$ cat src/rtl/alu_pkg.sv
// -----------------------------------------------------------------------------
// alu_pkg
// Shared definitions for the registered 32-bit ALU: datapath width, the
// opcode type and the opcode encodings used by alu_core and alu_shifter.
// -----------------------------------------------------------------------------
package alu_pkg;

  localparam int ALU_W = 32;

  typedef logic [3:0] alu_op_t;

  localparam alu_op_t ALU_ADD = 4'b0000;
  localparam alu_op_t ALU_SUB = 4'b0001;
  localparam alu_op_t ALU_AND = 4'b0010;
  localparam alu_op_t ALU_OR  = 4'b0011;
  localparam alu_op_t ALU_NOT = 4'b0100;
  localparam alu_op_t ALU_SRA = 4'b1000;
  localparam alu_op_t ALU_SLL = 4'b1001;
  localparam alu_op_t ALU_SRL = 4'b1010;
  localparam alu_op_t ALU_ROL = 4'b1100;
  localparam alu_op_t ALU_ROR = 4'b1101;

endpackage

$ cat src/rtl/alu_shifter.sv
// -----------------------------------------------------------------------------
// alu_shifter
// Combinational single-bit shift/rotate unit for the ALU.
// Ports:
//   i_a   [31:0] operand to shift (operand B is never used here)
//   i_op  [3:0]  opcode; only SRA/SLL/SRL/ROL/ROR produce a non-zero result
//   o_res [31:0] shifted/rotated value, 0 for any other opcode
// -----------------------------------------------------------------------------
module alu_shifter
  import alu_pkg::*;
(
  input  logic [ALU_W-1:0] i_a,
  input  alu_op_t          i_op,
  output logic [ALU_W-1:0] o_res
);

  // Select the shift/rotate by one position
  always_comb begin
    o_res = {ALU_W{1'b0}};
    case (i_op)
      ALU_SRA: o_res = {i_a[ALU_W-1], i_a[ALU_W-1:1]};
      ALU_SLL: o_res = {i_a[ALU_W-2:0], 1'b0};
      ALU_SRL: o_res = {1'b0, i_a[ALU_W-1:1]};
      ALU_ROL: o_res = {i_a[ALU_W-2:0], i_a[ALU_W-1]};
      ALU_ROR: o_res = {i_a[0], i_a[ALU_W-1:1]};
      default: o_res = {ALU_W{1'b0}};
    endcase
  end

endmodule

$ cat src/rtl/alu_core.sv
// -----------------------------------------------------------------------------
// alu_core
// Registered 32-bit integer ALU (execute stage). Result and flags are captured
// one clock after the operands when En=1, and hold when En=0.
// Configuration macro: ALU_FLAGS_EN adds the Cout and Ovf ports/registers.
// Ports:
//   clk        rising-edge clock
//   rst_n      asynchronous active-low reset (Out=0, Zero=1, flags=0)
//   En         capture enable
//   A, B [31:0] operands
//   Op   [3:0]  operation select (see alu_pkg)
//   Out  [31:0] registered result
//   Zero        registered, 1 when the captured result is zero
//   Cout        registered carry / no-borrow   (ALU_FLAGS_EN only)
//   Ovf         registered signed overflow     (ALU_FLAGS_EN only)
// -----------------------------------------------------------------------------
module alu_core
  import alu_pkg::*;
(
  input  logic             clk,
  input  logic             rst_n,
  input  logic             En,
  input  logic [ALU_W-1:0] A,
  input  logic [ALU_W-1:0] B,
  input  logic [3:0]       Op,
`ifdef ALU_FLAGS_EN
  output logic             Cout,
  output logic             Ovf,
`endif
  output logic [ALU_W-1:0] Out,
  output logic             Zero
);

  logic [ALU_W-1:0] w_add;
  logic [ALU_W-1:0] w_sub;
  logic [ALU_W-1:0] w_shift;
  logic [ALU_W-1:0] w_res;
  logic             w_zero;

  logic [ALU_W-1:0] r_out;
  logic             r_zero;

  alu_shifter u_shifter (
    .i_a   (A),
    .i_op  (Op),
    .o_res (w_shift)
  );

`ifdef ALU_FLAGS_EN
  // Widen by one bit so bit 32 carries the adder carry-out; for subtraction
  // bit 32 is the borrow, so "no borrow" is its inverse.
  logic [ALU_W:0] w_add_ext;
  logic [ALU_W:0] w_sub_ext;
  logic           w_cout;
  logic           w_ovf;
  logic           r_cout;
  logic           r_ovf;

  assign w_add_ext = {1'b0, A} + {1'b0, B};
  assign w_sub_ext = {1'b0, A} - {1'b0, B};
  assign w_add     = w_add_ext[ALU_W-1:0];
  assign w_sub     = w_sub_ext[ALU_W-1:0];

  // Carry and signed-overflow flags; only ADD and SUB produce non-zero flags
  always_comb begin
    w_cout = 1'b0;
    w_ovf  = 1'b0;
    case (Op)
      ALU_ADD: begin
        w_cout = w_add_ext[ALU_W];
        w_ovf  = (A[ALU_W-1] == B[ALU_W-1]) && (w_add[ALU_W-1] != A[ALU_W-1]);
      end
      ALU_SUB: begin
        w_cout = ~w_sub_ext[ALU_W];
        w_ovf  = (A[ALU_W-1] != B[ALU_W-1]) && (w_sub[ALU_W-1] != A[ALU_W-1]);
      end
      default: begin
        w_cout = 1'b0;
        w_ovf  = 1'b0;
      end
    endcase
  end

  // Flag registers, cleared by reset and held while En=0
  always_ff @(posedge clk or negedge rst_n) begin
    if (!rst_n) begin
      r_cout <= 1'b0;
      r_ovf  <= 1'b0;
    end else if (En) begin
      r_cout <= w_cout;
      r_ovf  <= w_ovf;
    end
  end

  assign Cout = r_cout;
  assign Ovf  = r_ovf;
`else
  assign w_add = A + B;
  assign w_sub = A - B;
`endif

  // Result multiplexer; unused opcodes yield zero
  always_comb begin
    w_res = {ALU_W{1'b0}};
    case (Op)
      ALU_ADD: w_res = w_add;
      ALU_SUB: w_res = w_sub;
      ALU_AND: w_res = A & B;
      ALU_OR:  w_res = A | B;
      ALU_NOT: w_res = ~A;
      ALU_SRA, ALU_SLL, ALU_SRL, ALU_ROL, ALU_ROR: w_res = w_shift;
      default: w_res = {ALU_W{1'b0}};
    endcase
  end

  // Zero reflects the value being captured, not the current Out
  assign w_zero = (w_res == {ALU_W{1'b0}});

  // Result registers; reset value is Out=0 with Zero=1
  always_ff @(posedge clk or negedge rst_n) begin
    if (!rst_n) begin
      r_out  <= {ALU_W{1'b0}};
      r_zero <= 1'b1;
    end else if (En) begin
      r_out  <= w_res;
      r_zero <= w_zero;
    end
  end

  assign Out  = r_out;
  assign Zero = r_zero;

endmodule

$ cat config.mk
export PLATFORM = sky130hd
export DESIGN_NAME = alu_core
export DESIGN_NICKNAME = d
export VERILOG_FILES = /design/src/rtl/alu_pkg.sv /design/src/rtl/alu_shifter.sv /design/src/rtl/alu_core.sv
export SDC_FILE = /design/constraint.sdc
export NUM_CORES = 1
export LEC_CHECK = 0
export CORE_MARGIN = 2
export CORE_UTILIZATION = 38
export DETAILED_ROUTE_END_ITERATION = 7
export PLACE_DENSITY = 0.6
export SETUP_SLACK_MARGIN = 0.02
export SLEW_MARGIN = 20
export SYNTH_ARGS = -nofsm -noshare
export SYNTH_HDL_FRONTEND = slang
export SYNTH_SLANG_ARGS = --single-unit
$ cat constraint.sdc
create_clock -name clk -period 1.1 [get_ports clk]
set_input_delay 0.11 -clock clk [delete_from_list [all_inputs] [get_ports clk]]
set_output_delay 0.11 -clock clk [all_outputs]
set_load 0.01 [all_outputs]
==> results.txt, run 1 <==
----------------------------------------------------
[Status]
  Status ... complete, but fails checks
  Violated checks ... negative setup slack

[Critical path]
  Worst setup path class ... in -> reg
  Arrival @ worst endpoint ... 4520 ps
  Register-to-Register Setup Slack ... ~310 ps
  Crit-path slowest cell ... or3b_4
  Cell repeated most along the worst path ... buf_6
  Critical Path End ... Zero
  Critical Path RT ... roughly 1300 ps
  Worst Reg-to-Reg Cells ... 1
  Critical Path Sink Type ... register
  Crit path largest cell delay ... 460 ps
  Kind of start point of the critical path ... primary input
  Crit Reg-Reg Endpoint ... Out[23]
  Peak fanout along the critical path ... 4
  Startpoint of the worst-slack reg-to-reg timing path ... Out[23]
  Cells along the critical path ... buf_6 > or3_4 > buf_6 > nor3_4 > or3b_4 > buf_6 > nor3_4 > nor2_1 > xnor2_1 > ha_1 > and3_4 > and3_4 > o2111a_2 > buf_4 > nor4_4 > o211ai_1 > nor4b_1 > nand4_1 > nor4_1 > nand4b_1 > o32ai_2
  Critical Path Start ... B[3]

[Global route]
  Global-route wire length before repair ... 40,790 µm
  GRT Max-Usage Layer ... met2
  Total Routing Usage GR ... 34.58%
  Routing usage on met1 ... 40.68%
  Initial antenna violation count ... 0
  Met2 Use GR ... 62.53%
  Number of global-route vias before repair ... 7,686
  Total congestion overflow ... 0
  Met3 Resource Use GR ... 3.938%
  Largest net degree at the start of global routing ... 50

[Finish]
  Multi-input gate area in the final layout ... roughly 5600 µm²
  Layout area overhead ... 99.11%
  Total Nets Final ... between 1k and 1.5k
  Sequential cell area ... 827.0 µm²
  Layout cell share with drive strength beyond 1 ... approximately 53%
  Diode count ... 0
  Util after Layout ... between 70% and 80%
  Fillers ... between 900 and 1k

[Route]
  Via count ... about 7.9k
  Number of DRC markers in iteration 0 ... ~630
  Number of remaining DRC errors ... 0
  Wire length reported by the detailed router ... approximately 28,000 µm
  Residual antenna-violating net count after detailed routing ... 0
  DR pass1 iterations ... 5
  DR WL/cell ... approximately 21 µm
  Ratio of routed vias to standard cells ... 5.974

[Clock tree]
  Number of buffers on the longest clock path ... 2
  Clk Latency, worst-skew pair ... around 280 ps
  Number of buffers inserted during clock tree synthesis ... 5
  Number of clock sinks ... 33
  Count of H-tree levels built during CTS ... 2
  CTS tree ... done
  Hold-fix buffers at CTS ... 0
  CTS clock-pin slew for the worst setup and hold paths ... about 60 ps
  Cell at the root of the clock tree ... clkbuf_16

[STA]
  Maximum clock frequency ... 0.2308 GHz
  Final worst-path cycle share ... 393.8%
  Worst-margin pin slew ... 625.3 ps
  Min setup slack post-route ... -3232 ps
  Final Skew ... 0 ps
  Period minus WS final ... 4332 ps
  Hold Violations, Final ... 0
  Unrepaired setup endpoints after global routing ... true
  Max-Slew Margin vs Limit ... 58.31%
  Number of max-slew violations in the final report ... 0
  Final count of negative-setup-slack endpoints ... 33

[Floorplan]
  I/O pin total ... 104
  Core area ... 13,990 µm²
  Area of the die ... ~15,000 µm²
  Die height ... approximately 120 µm
  Site row count ... 43
  Die width ... ~120 µm
  Starting density of the core ... about two fifths

[Logic synthesis]
  Share of the yosys chip area belonging to registers ... between 10% and 20%
  Mapped Cells ... between 700 and 800
  Leading cell types by total area after synthesis ... dfrtp_1 (15%), ha_1 (7.8%), a21oi_1 (5.7%), o21ai_0 (5.7%), nor2_1 (4.4%)
  Fraction of the mapped netlist area in adder cells ... around an eighth
  Count of synthesis-stage warnings from yosys ... 0
  Fraction of registers with async set or reset after synthesis ... 100.0%
  Library cell with the largest summed area after synthesis ... dfrtp_1
  Cell Area, Synth ... between 5000 and 6000 µm²
  Post-Synthesis Net Count ... 835
  Flip-flop and latch count after synthesis ... 33
  Post-synthesis compound-gate area fraction ... roughly a third
  Cell variety after synth ... 89
  Count of flip-flops with a built-in enable after synthesis ... 0
  Share of cell area taken by muxes after synthesis ... between 3 and 4%
  Area share of xor/xnor cells in the synthesized design ... around 7.3%
  Largest family of logic cells by synthesized area ... compound AO/OA/AOI/OAI gates
  Most common library cells after synthesis ... nor2_1 (64), a21oi_1 (62), o21ai_0 (62)
  Mean area per synthesized cell ... roughly 7.5 µm²
  Share of synthesized cell area in and, or, nand and nor gates ... 24.59%
  Area share of the leading cell type in the synthesized netlist ... around 15%
  Dominant register cell in the synthesized netlist ... dfrtp_1
  Most numerous cell in the Yosys netlist ... nor2_1

[Placement]
  Setup slack after placement ... -3907 ps
  Count of input and output buffers ... 103
  Final HPWL DP ... 20,150 µm
  Routability Congestion ... between 0.9 and 1

[Pwr]
  Leakage power total ... 4.712 nW
  Peak ir drop on the vdd network ... approximately 0.00084 V
  Power density cells ... 877.7 nW/µm²

[Job]
  Number of max-cap violations ... 0

[Worst hold path]
  Classification of the worst-slack hold path ... in -> async

----------------------------------------------------
-- kinds of logic (layout without fill, tap and decap cells) --
family,after synthesis,after routing
AO/OA/AOI/OAI,262,262
multiplexers,18,18
buffers and inverters,61,481
XOR/XNOR,45,45
flip-flops,33,33
AND/OR/NAND/NOR,254,254
adder cells (fa/ha/maj),56,56
-- metrics by stage --
stage	power, W	instances	setup TNS (ps)	area, µm²	hold WS (ps)
after global placement	0.006505	1251	-94040	9012	486.8
after global routing	0.01005	1329	-76320	10900	197.0
after floorplan	0.003922	729	-67130	5986	-185.6
after detailed placement	0.006575	1251	-95030	9012	492.5
final	0.009566	1329	-73490	10900	194.2
after CTS	0.008766	1309	-72800	10030	201.7
-- layer usage --
metal	vias up	wire (µm)
li1	3622	-
met1	3817	10640
met2	397	13820
met3	104	1767
met4	0	1845
met5	-	0
-- worst min-delay path by stage --
stage	startpoint	to	slack, ps	cells after the start
floorplan	rst_n	Out[0]	-190	0
global placement	rst_n	Out[21]	490	2
detailed placement	Zero	Zero	490	2
CTS	rst_n	Out[28]	200	2
global route	rst_n	Out[21]	200	2
finish	rst_n	Out[28]	190	2
-- cell type report --
class                   instances  share of cell area (%)
multi-input cells             635                   51.83
repair buffers                458                   36.38
flip-flops and latches         33                   7.588
well taps                     180                   2.066
clock buffers                   6                   1.274
inverters                      15                  0.5166
clock inverters                 2                  0.3444
-- registers in the layout, summed over array words and instances (netlist names) --
name  count
Out      32
Zero      1
-- repair_timing --
action	in CTS	in global routing
pin swaps	84	91
gates cloned	1	1
setup buffers	55	32
endpoints found under the setup margin	66	46
resized for setup	228	161
-- power breakdown --
part | switching (W) | total, W | internal (W)
clock network | 0.000538 | 0.00167 | 0.00113
registers | 0.0000992 | 0.00150 | 0.00140
logic | 0.00302 | 0.00640 | 0.00338
-- cell usage in the layout, fill, tap and decap left out, types with 8 or more instances in the layout --
cell type and count:
o211ai_1 9, xor2_2 10, a221oi_1 10, nand2_1 40, nor2_1 54, ha_4 14
buf_2 8, o21a_1 8, dlygate4sd2_1 19, clkdlybuf4s15_1 18, buf_6 70, xnor2_1 14
ha_1 16, nor3_1 8, mux2_2 9, inv_1 11, maj3_1 21, xor2_1 15
o21ai_1 10, nor2_2 8, or3_1 8, buf_4 286, dfrtp_1 32, clkdlybuf4s50_1 50
o21ai_2 17, a22oi_1 10, or3_4 8, a21oi_4 8, o21ai_0 33, nand4_1 14
nand3_1 13, a21oi_1 29, a21oi_2 27, a221o_1 10
-- worst max-delay path: cells and delay by family --
kind                       cells  cell delay (ps)
and+or+nand+nor               12             2830
xor gates and xnor gates       1              200
AOI/OAI and AO/OA              3              540
adders and majority gates      1              300
buffers and inverters          4              510
(Power assumes the default switching activity.)
==> run 2: changes to the inputs <==
--- a/config.mk
+++ b/config.mk
@@ -5,7 +5,6 @@
 export SDC_FILE = /design/constraint.sdc
 export NUM_CORES = 1
 export LEC_CHECK = 0
-export CORE_MARGIN = 2
 export CORE_UTILIZATION = 38
 export DETAILED_ROUTE_END_ITERATION = 7
 export PLACE_DENSITY = 0.6
==> results.txt, run 2 (same netlist as run 1, synthesis figures left out) <==
----------------------------------------------------
[Status]
  Status ... complete, but fails checks
  Violated checks ... negative setup slack

[Job]
  Number of max-cap violations ... 0 (unchanged)

[Global route]
  Initial antenna violation count ... 0 (unchanged)
  GRT Max-Usage Layer ... met2
  Number of global-route vias before repair ... 7,674 (-0.16%)
  Total congestion overflow ... 0 (unchanged)
  Total Routing Usage GR ... 35.64% (+1.1 points)
  Routing usage on met1 ... 41.16% (+0.48 points)
  Largest net degree at the start of global routing ... 50 (unchanged)
  Met2 Use GR ... 64.12% (+1.6 points)
  Global-route wire length before repair ... 40,630 µm (-0.40%)
  Met3 Resource Use GR ... 4.213% (+0.28 points)

[Critical path]
  Worst setup path class ... in -> reg
  Register-to-Register Setup Slack ... 320 ps (about the same)
  Peak fanout along the critical path ... 3 (-1)
  Critical Path Sink Type ... register
  Critical Path RT ... 1290 ps (about the same)
  Arrival @ worst endpoint ... 4490 ps (-30 ps)
  Kind of start point of the critical path ... primary input

[Clock tree]
  Hold-fix buffers at CTS ... 0 (unchanged)
  CTS clock-pin slew for the worst setup and hold paths ... 60 ps (about the same)
  Clk Latency, worst-skew pair ... 280 ps (about the same)
  Number of buffers inserted during clock tree synthesis ... 5 (unchanged)
  Number of clock sinks ... 33 (unchanged)
  Cell at the root of the clock tree ... clkbuf_16
  CTS tree ... done
  Count of H-tree levels built during CTS ... 2 (unchanged)
  Number of buffers on the longest clock path ... 2 (unchanged)

[Route]
  Ratio of routed vias to standard cells ... 5.905 (-1.2%)
  Number of remaining DRC errors ... 0 (unchanged)
  Wire length reported by the detailed router ... 27,500 µm (-2.1%)
  Number of DRC markers in iteration 0 ... 488 (-22%)
  Residual antenna-violating net count after detailed routing ... 0 (unchanged)
  Via count ... 7,771 (-2.1%)
  DR pass1 iterations ... 5 (unchanged)
  DR WL/cell ... 20.90 µm (-1.1%)

[Finish]
  Most frequent cells in the layout ... buf_4 (265), buf_6 (71), nor2_1 (57), clkdlybuf4s50_1 (51), nand2_1 (38)
  Most common cell after layout, fill and taps aside ... buf_4
  Diode count ... 0 (unchanged)
  Flip-flop count of the largest register, all copies and words added ... 32 (unchanged)
  Total Nets Final ... 1,241 (-1.0%)
  Fillers ... 988 (+2.7%)
  Layout area overhead ... 98.77%
  Layout cell share with drive strength beyond 1 ... 51.06% (-1.7 points)

[Worst hold path]
  Classification of the worst-slack hold path ... in -> async

[Floorplan]
  Die width ... 122.0 µm (-1.6%)
  I/O pin total ... 104 (unchanged)
  Site row count ... 43 (unchanged)
  Core area ... 13,990 µm² (unchanged)
  Area of the die ... 14,890 µm² (-3.2%)
  Die height ... 122.0 µm (-1.6%)
  Starting density of the core ... 39.13% (unchanged)

[STA]
  Setup tns final ... -73,640 ps (-145.1 ps)
  Min setup slack post-route ... -3198 ps (+34.25 ps)
  Final count of negative-setup-slack endpoints ... 33 (unchanged)
  Number of max-slew violations in the final report ... 0 (unchanged)
  Hold Violations, Final ... 0 (unchanged)
  Worst-margin pin slew ... 647.1 ps (+21.80 ps)
  Maximum clock frequency ... 0.2327 GHz (+0.80%)
  Max-Slew Margin vs Limit ... 56.86% (-1.5 points)
  Final worst-path cycle share ... 390.7% (-3.1 points)
  Period minus WS final ... 4298 ps (-34.25 ps)
  Final Skew ... 0 ps (unchanged)
  Unrepaired setup endpoints after global routing ... true

[Placement]
  Routability Congestion ... 1.023 (+5.6%)
  Count of input and output buffers ... 103 (unchanged)
  Final HPWL DP ... 19,860 µm (-1.5%)

[Pwr]
  Total Power ... 0.009295 W (-2.8%)
  Power density cells ... 854.3 nW/µm² (-2.7%)
  Peak ir drop on the vdd network ... 0.0006837 V (-19%)
  Leakage power total ... 4.710 nW (about the same)

----------------------------------------------------
-- run 2: cell count changes in the layout (fill, tap and decap cells not counted), moves of 4 or more --
cell,previous run,this run
a21oi_1,29,34
a31oi_4,1,5
buf_4,286,265
ha_1,16,23
ha_4,14,7
mux2_2,9,3
mux2_4,7,13
o21ai_1,10,14
xor2_1,15,22
xor2_2,10,3
-- run 2: area by class of cell --
type | count | area (µm²) | share of cell area, %
Multi-Input combinational cell | 635 | 5683 | 52.23
Timing Repair Buffer | 445 | 3948 | 36.28
Sequential cell | 33 | 827.0 | 7.601
Tap cell | 180 | 225.2 | 2.070
Clock buffer | 6 | 128.9 | 1.184
Inverter | 15 | 58.81 | 0.5405
Clock inverter | 2 | 10.01 | 0.09200
-- run 2: report_power, final --
| part | total [W] | switching (W) | leakage, nW | internal, W |
|---|---|---|---|---|
| clock network | 0.00137 | 0.000540 | 0.0706 | 0.000831 |
| registers | 0.00150 | 0.000103 | 0.403 | 0.00140 |
| logic | 0.00642 | 0.00304 | 4.24 | 0.00338 |
| total | 0.00929 | 0.00369 | 4.71 | 0.00561 |
-- run 2: critical path, cell delays in order --
cell and delay (ps):
buf_6 90, or3_4 380, or3_4 340, or3_4 400, buf_6 140, o41ai_4 230, xor2_1 290, ha_1 310
buf_6 140, buf_6 120, buf_6 110, a21oi_4 150, o21ai_4 100, nand2_2 80, nand2_2 60, a31oi_4 250
xor2_1 240, o21ai_1 140, nor4_1 370, nand4b_1 160, o32ai_2 260
-- run 2: repair_timing --
action | in CTS | in global routing
setup buffers | 51 | 34
gates cloned | 2 | 0
setup endpoints to repair | 66 | 47
gates resized for setup | 270 | 117
pin swaps | 120 | 103
-- run 2: final timing paths --
kind,end,cells after the start,start
max in group asynchronous,Zero,2,rst_n
max reg2reg,Out[5],1,Out[5]
min,Out[20],2,rst_n
max,Zero,21,B[5]
min reg2reg,Zero,2,Zero
min in group clk,Zero,2,Zero
-- run 2: through the flow --
step / setup WS [ps] / hold slack (ps) / util [%] / cells / instance area, µm²
2_1_floorplan: -2942 / -185.6 / - / 729 / 5986
3_3_place_gp: -3720 / 487.1 / 64.07 / 1241 / 8962
3_5_place_dp: -3873 / 492.7 / 64.07 / 1241 / 8962
4_1_cts: -3163 / 198.5 / 73.18 / 1297 / 10240
5_1_grt: -3389 / 205.6 / 77.78 / 1316 / 10880
6_report: -3198 / 182.4 / 77.78 / 1316 / 10880
-- run 2: layer usage --
| layer | up-vias | share of wire (%) | wire length (µm) |
|---|---|---|---|
| met5 | - | 0 | 0 |
| met4 | 0 | 6.8 | 1865 |
| met3 | 101 | 5.0 | 1373 |
| met2 | 315 | 50 | 13620 |
| met1 | 3758 | 39 | 10640 |
| li1 | 3597 | - | - |
